`config.mk`:
```
export PLATFORM = sky130hd
export DESIGN_NAME = cache_port_arbiter
export DESIGN_NICKNAME = d
export VERILOG_FILES = /design/src/rtl/cache_port_arbiter.sv
export SDC_FILE = /design/constraint.sdc
export NUM_CORES = 1
export LEC_CHECK = 0
export ABC_AREA = 1
export CAP_MARGIN = 40
export CORE_UTILIZATION = 39
export DETAILED_ROUTE_END_ITERATION = 16
export GPL_ROUTABILITY_DRIVEN = 0
export HOLD_SLACK_MARGIN = 0.05
export PLACE_DENSITY = 0.8
export SLEW_MARGIN = 20
export SYNTH_ARGS = -nofsm -noshare
export SYNTH_HDL_FRONTEND = slang
export SYNTH_SLANG_ARGS = --single-unit
```
`constraint.sdc`:
```
create_clock -name clk -period 1.36 [get_ports clk]
set_input_delay 0.272 -clock clk [delete_from_list [all_inputs] [get_ports clk]]
set_output_delay 0.272 -clock clk [all_outputs]
set_load 0.1 [all_outputs]
```
`src/rtl/cache_port_arbiter.sv`:
```
// Purpose: shares one byte-wide cache controller between the fetch port (0) and the load/store port (1).
// Latency: accept at T, cache request at T+1, read data at T+3 on a hit, write done at T+4 on a hit.
// Backpressure: one request in flight system-wide; port ready is low outside IDLE, the cache request holds until c_req_ready.
module cache_port_arbiter #(
    parameter int Addresswidth  = 27,
    parameter bit FixedPriority = 1'b0
) (
    input  logic                    clk,
    input  logic                    rstn,
    // port 0: instruction fetch
    input  logic                    p0_req_valid,
    output logic                    p0_req_ready,
    input  logic [Addresswidth-1:0] p0_addr,
    input  logic [7:0]              p0_data,
    input  logic                    p0_wr,
    output logic                    p0_rsp_valid,
    output logic [7:0]              p0_rsp_data,
    output logic                    p0_wr_done,
    // port 1: load/store
    input  logic                    p1_req_valid,
    output logic                    p1_req_ready,
    input  logic [Addresswidth-1:0] p1_addr,
    input  logic [7:0]              p1_data,
    input  logic                    p1_wr,
    output logic                    p1_rsp_valid,
    output logic [7:0]              p1_rsp_data,
    output logic                    p1_wr_done,
    // cache side
    output logic                    c_req_valid,
    input  logic                    c_req_ready,
    output logic [Addresswidth-1:0] c_addr,
    output logic [7:0]              c_data,
    output logic                    c_wr,
    input  logic                    c_rsp_valid,
    input  logic [7:0]              c_rsp_data,
    output logic                    busy
);

    typedef enum logic [1:0] {
        IDLE  = 2'd0,
        ISSUE = 2'd1,
        WAIT  = 2'd2
    } state_t;

    state_t                  r_state;
    state_t                  w_next_state;

    // holding registers for the single outstanding request
    logic [Addresswidth-1:0] r_addr;
    logic [7:0]              r_data;
    logic                    r_wr;       // 1 = read, 0 = write (cache encoding)
    logic                    r_owner;    // port that owns the outstanding request
    logic                    r_last_grant;

    // per-port response registers
    logic                    r_p0_rsp_valid;
    logic [7:0]              r_p0_rsp_data;
    logic                    r_p0_wr_done;
    logic                    r_p1_rsp_valid;
    logic [7:0]              r_p1_rsp_data;
    logic                    r_p1_wr_done;

    logic                    w_grant_vld;
    logic                    w_grant;    // winning port index
    logic                    w_rsp_fire;
    logic                    w_wr_fire;

    // Pick a winner in IDLE; on a tie the port that was not granted last wins unless port 0 is fixed-priority.
    always_comb begin
        w_grant_vld = 1'b0;
        w_grant     = 1'b0;
        if (r_state == IDLE) begin
            if (p0_req_valid && p1_req_valid) begin
                w_grant_vld = 1'b1;
                w_grant     = FixedPriority ? 1'b0 : ~r_last_grant;
            end else if (p0_req_valid) begin
                w_grant_vld = 1'b1;
                w_grant     = 1'b0;
            end else if (p1_req_valid) begin
                w_grant_vld = 1'b1;
                w_grant     = 1'b1;
            end
        end
    end

    // Completion events: read data arrives, or the cache returns to idle after a write.
    // Stray c_rsp_valid outside a read wait and c_req_ready during a read wait are ignored.
    always_comb begin
        w_rsp_fire = (r_state == WAIT) &&  r_wr && c_rsp_valid;
        w_wr_fire  = (r_state == WAIT) && !r_wr && c_req_ready;
    end

    // State register.
    always_ff @(posedge clk or negedge rstn) begin
        if (!rstn) begin
            r_state <= IDLE;
        end else begin
            r_state <= w_next_state;
        end
    end

    // Next state and control outputs.
    always_comb begin
        w_next_state = r_state;
        p0_req_ready = 1'b0;
        p1_req_ready = 1'b0;
        c_req_valid  = 1'b0;
        busy         = 1'b1;
        case (r_state)
            IDLE: begin
                busy         = 1'b0;
                p0_req_ready = w_grant_vld && !w_grant;
                p1_req_ready = w_grant_vld &&  w_grant;
                if (w_grant_vld) begin
                    w_next_state = ISSUE;
                end
            end
            ISSUE: begin
                c_req_valid = 1'b1;
                if (c_req_ready) begin
                    w_next_state = WAIT;
                end
            end
            WAIT: begin
                if (w_rsp_fire || w_wr_fire) begin
                    w_next_state = IDLE;
                end
            end
            default: begin
                w_next_state = IDLE;
            end
        endcase
    end

    // Latch the winning request and remember who was granted.
    always_ff @(posedge clk or negedge rstn) begin
        if (!rstn) begin
            r_addr       <= '0;
            r_data       <= '0;
            r_wr         <= 1'b0;
            r_owner      <= 1'b0;
            r_last_grant <= 1'b1;   // makes port 0 win the first tie
        end else if (w_grant_vld) begin
            r_addr       <= w_grant ? p1_addr : p0_addr;
            r_data       <= w_grant ? p1_data : p0_data;
            r_wr         <= w_grant ? p1_wr   : p0_wr;
            r_owner      <= w_grant;
            r_last_grant <= w_grant;
        end
    end

    // Route completions back to the owning port as one-cycle pulses; read data holds between responses.
    always_ff @(posedge clk or negedge rstn) begin
        if (!rstn) begin
            r_p0_rsp_valid <= 1'b0;
            r_p0_rsp_data  <= '0;
            r_p0_wr_done   <= 1'b0;
            r_p1_rsp_valid <= 1'b0;
            r_p1_rsp_data  <= '0;
            r_p1_wr_done   <= 1'b0;
        end else begin
            r_p0_rsp_valid <= w_rsp_fire && !r_owner;
            r_p1_rsp_valid <= w_rsp_fire &&  r_owner;
            r_p0_wr_done   <= w_wr_fire  && !r_owner;
            r_p1_wr_done   <= w_wr_fire  &&  r_owner;
            if (w_rsp_fire && !r_owner) begin
                r_p0_rsp_data <= c_rsp_data;
            end
            if (w_rsp_fire && r_owner) begin
                r_p1_rsp_data <= c_rsp_data;
            end
        end
    end

    assign c_addr       = r_addr;
    assign c_data       = r_data;
    assign c_wr         = r_wr;
    assign p0_rsp_valid = r_p0_rsp_valid;
    assign p0_rsp_data  = r_p0_rsp_data;
    assign p0_wr_done   = r_p0_wr_done;
    assign p1_rsp_valid = r_p1_rsp_valid;
    assign p1_rsp_data  = r_p1_rsp_data;
    assign p1_wr_done   = r_p1_wr_done;

endmodule

```
==> results_dict.tcl, run 1 <==
set metrics [dict create \
    status "complete, but fails checks" \
    required_ns 1.09 \
    critPathLaunch "r_last_grant" \
    period_minus_slack_ns 1.70 \
    numCtsBuffers 9 \
    cts_buffer_depth 2 \
    cp_max_fo 3 \
    finalClockSkew_ns 0.00461 \
    yosys.area.top_type "dfrtp_1" \
    wire_per_inst_um 18.0 \
    violations "DRC, setup timing" \
    fmax_mhz 590 \
    wirelength_um 10100 \
    hold_viol_final 0 \
    tritoncts "done" \
    synth_area_mm2 0.00269 \
    synth_area_per_cell_um2 8.69 \
    placeableCoreArea_mm2 0.00649 \
    synth_cell_type_count 17 \
    cp-start-kind "flip-flop" \
    pin_count 146 \
    htree_levels 3 \
    worst_slack_ns -0.336 \
    cts.reportedPaths.clkPinSlew_ns 0.06 \
    die_y_um 85.0 \
    slew_headroom_pct 78.7 \
    criticalPathCategory "flip-flop to output port" \
    ys_warn_count 0 \
    drc 7 \
    cp-end-kind "output port" \
    cts_root_buffer "clkbuf_8" \
    vias 3113 \
    finalNetCount 567 \
    first_pass_iters 11 \
    grt_util_all_layers_pct 27.0 \
    worstPathArrival_ns 1.42 \
    hp-class "input pin to asynchronous set/reset pin" \
    fin_crit_sh_pct 125 \
    tightest_slew_ns 0.319 \
    drive_gt1_share_pct 29.6 \
    dieArea_mm2 0.00722 \
    rsz0062_at_grt "true" \
    diodes 0 \
    synthesis.nets 395 \
    ant_nets 0 \
    grt_pass1_wl_um 15000 \
    syn_to_final_growth_pct 100 \
    yosysSeqAreaShare_pct 56.0 \
    setup-violations-final 32 \
    r2r_slack_ns -0.05 \
    drtIter0Drc 224 \
    synth-seq-cells 60 \
    yosys.area.top_type_share_pct 55.0 \
    grt_overflow 0 \
    rows 29 \
    start_util_pct 41.3 \
    io_buffers 145 \
    grt_max_degree 61 \
    grt_pass1_vias 3071 \
    worst_hold_slack_ns 0.482 \
    viasPerCell 5.53 \
    final_max_slew_viol_count 0 \
    antenna_found_initial 0 \
    reg2reg_from "r_last_grant" \
    netlist_instances 309 \
    cts.sinks 60 \
    die_x_um 85.0 \
    maxCapViolCount 0 \
    clk_latency_ns 0.33 \
    place_hpwl_um 6690 \
    synth_area_leaders "dfrtp_1 55%, nand2_1 17%, nand4_1 11%" \
]
[critical path: stages, from the launching register on]
cell and delay (ns):
dfstp_2 0.58, nand2_4 0.08, nand2_4 0.11, nor2_8 0.05
nor2_4 0.09, buf_12 0.18
[synth_stat cells]
master    instances
nand2_1         121
dfrtp_1          59
nand4_1          47
nand3_1          37
buf_2            13
inv_1             5
nor2_1            5
inv_2             4
nand2_2           4
clkbuf_1          3
buf_6             2
nor2_2            2
nor2_4            2
o21ai_0           2
buf_4             1
dfstp_2           1
nor2_8            1
[registers in the layout, summed over array words and instances, names as in the netlist]
register,cells
c_addr,27
c_data,8
p0_rsp_data,8
p1_rsp_data,8
r_state,2
c_wr,1
p0_rsp_valid,1
p0_wr_done,1
p1_rsp_valid,1
p1_wr_done,1
r_last_grant,1
r_owner,1
[routing by layer]
metal	track usage, %	wire length (um)	vias to the layer above
met3	8.75	850	26
li1	-	-	1397
met5	0	0	-
met2	44.7	5160	189
met4	10.6	248	0
met1	32.9	3880	1501
[final timing paths]
path | end | cells after the start
hold / removal | p0_wr_done | 3
setup reg to reg | c_addr[19] | 6
max in group asynchronous | r_last_grant | 3
min in group clk | c_addr[3] | 3
hold reg to reg | r_last_grant | 2
setup / recovery | p0_req_ready | 5
[area by class of cell]
class | instances | area, um^2
flip-flops and latches | 60 | 1510
clock inverters | 1 | 5.00
clock buffers | 15 | 176
multi-input cells | 222 | 1150
inverters | 9 | 45.0
repair buffers | 179 | 2400
well taps | 77 | 96.3
fillers | 340 | 1110
[cell usage in the layout (no fill, tap or decap)]
| master | instances |
|---|---|
| inv_2 | 2 |
| nor2_2 | 2 |
| buf_2 | 1 |
| nor2_8 | 1 |
| dlygate4sd2_1 | 1 |
| buf_12 | 65 |
| o21ai_0 | 2 |
| nor2_1 | 3 |
| dfrtp_2 | 2 |
| dfstp_2 | 1 |
| nand2_8 | 1 |
| nand4_1 | 47 |
| nand3_2 | 1 |
| nand2_4 | 5 |
| clkdlybuf4s50_1 | 83 |
| clkbuf_8 | 12 |
| clkbuf_1 | 3 |
| buf_4 | 23 |
| nand3_1 | 36 |
| dfrtp_4 | 1 |
| clkinv_2 | 1 |
| dfrtp_1 | 56 |
| nand2_1 | 106 |
| nand2_2 | 13 |
| buf_6 | 4 |
| inv_4 | 1 |
| clkbuf_16 | 1 |
| dlygate4sd3_1 | 1 |
| clkinv_4 | 1 |
| inv_1 | 4 |
| nor2_4 | 5 |
| clkinvlp_4 | 1 |
[kinds of logic after synthesis]
family	count (synthesis)	synth area share [%]
AOI/OAI and AO/OA	2	0.373
DFF	60	56.0
buffers and inverters	28	5.22
and+or+nand+nor	219	38.4
[what timing repair did]
| action | CTS | global route |
|---|---|---|
| setup buffers | 5 | 8 |
| endpoints found under the hold margin | 59 | 0 |
| setup endpoints to repair | 4 | 53 |
| gates resized for setup | 12 | 28 |
| gates cloned | 0 | 2 |
| hold buffers | 1 | 0 |
| pin swaps | 4 | 10 |
[metrics by stage]
step | utilization [%] | TNS (ns) | cell area (um^2) | setup WS [ns] | instances
after floorplan | - | -0.372 | 2730 | -0.370 | 309
final | 82.8 | -1.31 | 5380 | -0.336 | 563
after CTS | 80.5 | -0.934 | 5230 | -0.304 | 556
after detailed placement | 76.5 | -11.27 | 4970 | -0.287 | 534
after global placement | 76.5 | -9.24 | 4970 | -0.239 | 534
after global routing | 82.8 | -3.21 | 5380 | -0.371 | 563
Power of run 1 is left out: the tool's default activity adds up to more than one toggle a clock period on the data nets, which glitch-free logic cannot reach.
==> run 2: changes to the inputs <==
==> constraint.sdc (replaced) <==
create_clock -name clk -period 1.36 [get_ports clk]
set_input_delay 0.204 -clock clk [delete_from_list [all_inputs] [get_ports clk]]
set_output_delay 0.204 -clock clk [all_outputs]
set_load 0.1 [all_outputs]
==> results_dict.tcl, run 2 (synthesized netlist as in run 1, its figures left out) <==
set metrics [dict create \
    cts.reportedPaths.clkPinSlew_ns 0.07 \
    rsz0062_at_grt "true" \
    clk_latency_ns 0.34 \
    final_max_slew_viol_count 0 \
    wirelength_um 9340 \
    cp_max_fo 3 \
    drive_gt1_share_pct 27.4 \
    n_fill_cell 365 \
    cpMaxStageDelayCell "dfrtp_2" \
    io_buffers 145 \
    setup-violations-final 10 \
    status "complete, but fails checks" \
    cp-start-kind "flip-flop" \
    drc 7 \
    rows 29 \
    grt_overflow 0 \
    place_hpwl_um 6490 \
    syn_to_final_growth_pct 99.3 \
    grt_util_all_layers_pct 25.7 \
    grt_pass1_vias 2919 \
    multi_input_area_mm2 0.00110 \
    grt_max_degree 61 \
    largest_register_ff_count 27 \
    start_util_pct 41.3 \
    worstPathArrival_ns 1.43 \
    fin_area_mm2 0.00535 \
    cts_root_buffer "clkbuf_8" \
    maxCapViolCount 0 \
    hold_viol_final 0 \
    critical-path-max-stage-delay_ns 0.46 \
    hp-start "p1_req_valid" \
    placeableCoreArea_mm2 0.00649 \
    worstRegToRegCells 8 \
    place_area_mm2 0.00489 \
    cp-end-kind "output port" \
    reg2reg_from "r_state[1]" \
    die_y_um 85.0 \
    fin_crit_sh_pct 121 \
    tightest_slew_ns 0.392 \
    critPathBufInv 1 \
    slew_headroom_pct 73.9 \
    finalSetupTns_ns -0.658 \
    tritoncts "done" \
    hold_end "c_data[6]" \
    criticalPathCategory "flip-flop to output port" \
    cts.sinks 60 \
    numCtsBuffers 9 \
    diodes 0 \
    grt_pass1_wl_um 14300 \
    die_x_um 85.0 \
    fmax_mhz 610 \
    vias 2991 \
    wire_per_inst_um 16.6 \
    finalNetCount 566 \
    crit_cells 4 \
    violations "DRC, setup timing" \
    period_minus_slack_ns 1.64 \
    layout_common_cells "116 x nand2_1, 83 x clkdlybuf4s50_1, 63 x buf_12" \
    required_ns 1.16 \
    antenna_found_initial 0 \
    regArea_mm2 0.00151 \
    pin_count 146 \
    cp_cell_sequence "nor2_4 > nand2_2 > nor2_4 > buf_12" \
    hold_path_depth 4 \
    first_pass_iters 10 \
    crit_family "flip-flops" \
    dp_slack_ns -0.224 \
    viasPerCell 5.32 \
    cts_buffer_depth 2 \
    ant_nets 0 \
    r2r_slack_ns -0.01 \
    htree_levels 3 \
    mostFrequentLayoutCell "nand2_1" \
    hp-class "input pin to flip-flop" \
    dieArea_mm2 0.00722 \
    finalClockSkew_ns 0.00864 \
    drtIter0Drc 132 \
    worst_slack_ns -0.279 \
    cpMostUsedCell "nor2_4" \
    r2r-end "p0_rsp_data[5]" \
]
==> run 2: cell types whose count changed in the layout (fill, tap and decap cells not counted), moves of 2 or more <==
cell,delta
buf_8,+3
buf_12,-2
nor2_2,-2
nand2_1,+10
nand2_2,-8
buf_4,-2
clkbuf_1,-2
nand2_4,-2
==> run 2: cell type report <==
| cell class | instances | area share [%] |
|---|---|---|
| Timing Repair Buffer | 179 | 44.8 |
| Sequential cell | 60 | 28.2 |
| Multi-Input combinational cell | 221 | 20.6 |
| Clock buffer | 12 | 2.90 |
| Tap cell | 77 | 1.80 |
| Clock inverter | 4 | 0.889 |
| Inverter | 9 | 0.819 |
==> run 2: per-stage QoR <==
stage / util (%) / std cells / hold slack (ns)
detailed placement: 75.3 / 526 / 0.233
finish: 82.4 / 562 / 0.383
global route: 82.4 / 562 / 0.414
floorplan: - / 309 / -0.0916
CTS: 79.5 / 549 / 0.415
global placement: 75.3 / 526 / 0.236
==> run 2: tightest hold or removal path, cell delays in order <==
cell	delay (ns)
dlymetal6s2s_1	0.14
buf_4	0.18
nand4_1	0.09
nand3_1	0.08
==> run 2: how the worst max path moves through the flow <==
stage | start | end | slack [ns]
2_1_floorplan | r_last_grant | p0_req_ready | -0.30
3_3_place_gp | p1_req_valid | p0_req_ready | -0.18
3_5_place_dp | p1_req_valid | c_addr[26] | -0.22
4_1_cts | r_last_grant | p0_req_ready | -0.26
5_1_grt | r_state[1] | p0_req_ready | -0.31
6_report | r_state[1] | p0_req_ready | -0.28
==> run 2: repair_timing <==
action | in CTS | in global routing
cloned | 0 | 1
hold endpoints to repair | 59 | 0
pin swaps | 4 | 6
gates resized for setup | 6 | 27
setup buffers | 6 | 13
setup endpoints to repair | 4 | 54
hold buffers | 1 | 0
==> run 2: metal layers <==
| metal | part of all wire [%] | routed length [um] | global-route usage, % | up-vias |
|---|---|---|---|---|
| met1 | 36 | 3390 | 28.8 | 1444 |
| met5 | 0 | 0 | 0 | - |
| met2 | 53 | 4990 | 46.6 | 140 |
| met3 | 8.2 | 765 | 7.00 | 17 |
| li1 | - | - | - | 1390 |
| met4 | 2.1 | 196 | 9.40 | 0 |
Power of run 2 is left out for the same reason.
==> run 3: changes to the inputs <==
--- a/config.mk
+++ b/config.mk
@@ -9,7 +9,6 @@
 export CAP_MARGIN = 40
 export CORE_UTILIZATION = 39
 export DETAILED_ROUTE_END_ITERATION = 16
-export GPL_ROUTABILITY_DRIVEN = 0
 export HOLD_SLACK_MARGIN = 0.05
 export PLACE_DENSITY = 0.8
 export SLEW_MARGIN = 20
==> results of run 3 <==
No change in the layout: final DEF, timing and power equal those of run 2.
Power of run 3 is left out for the same reason.
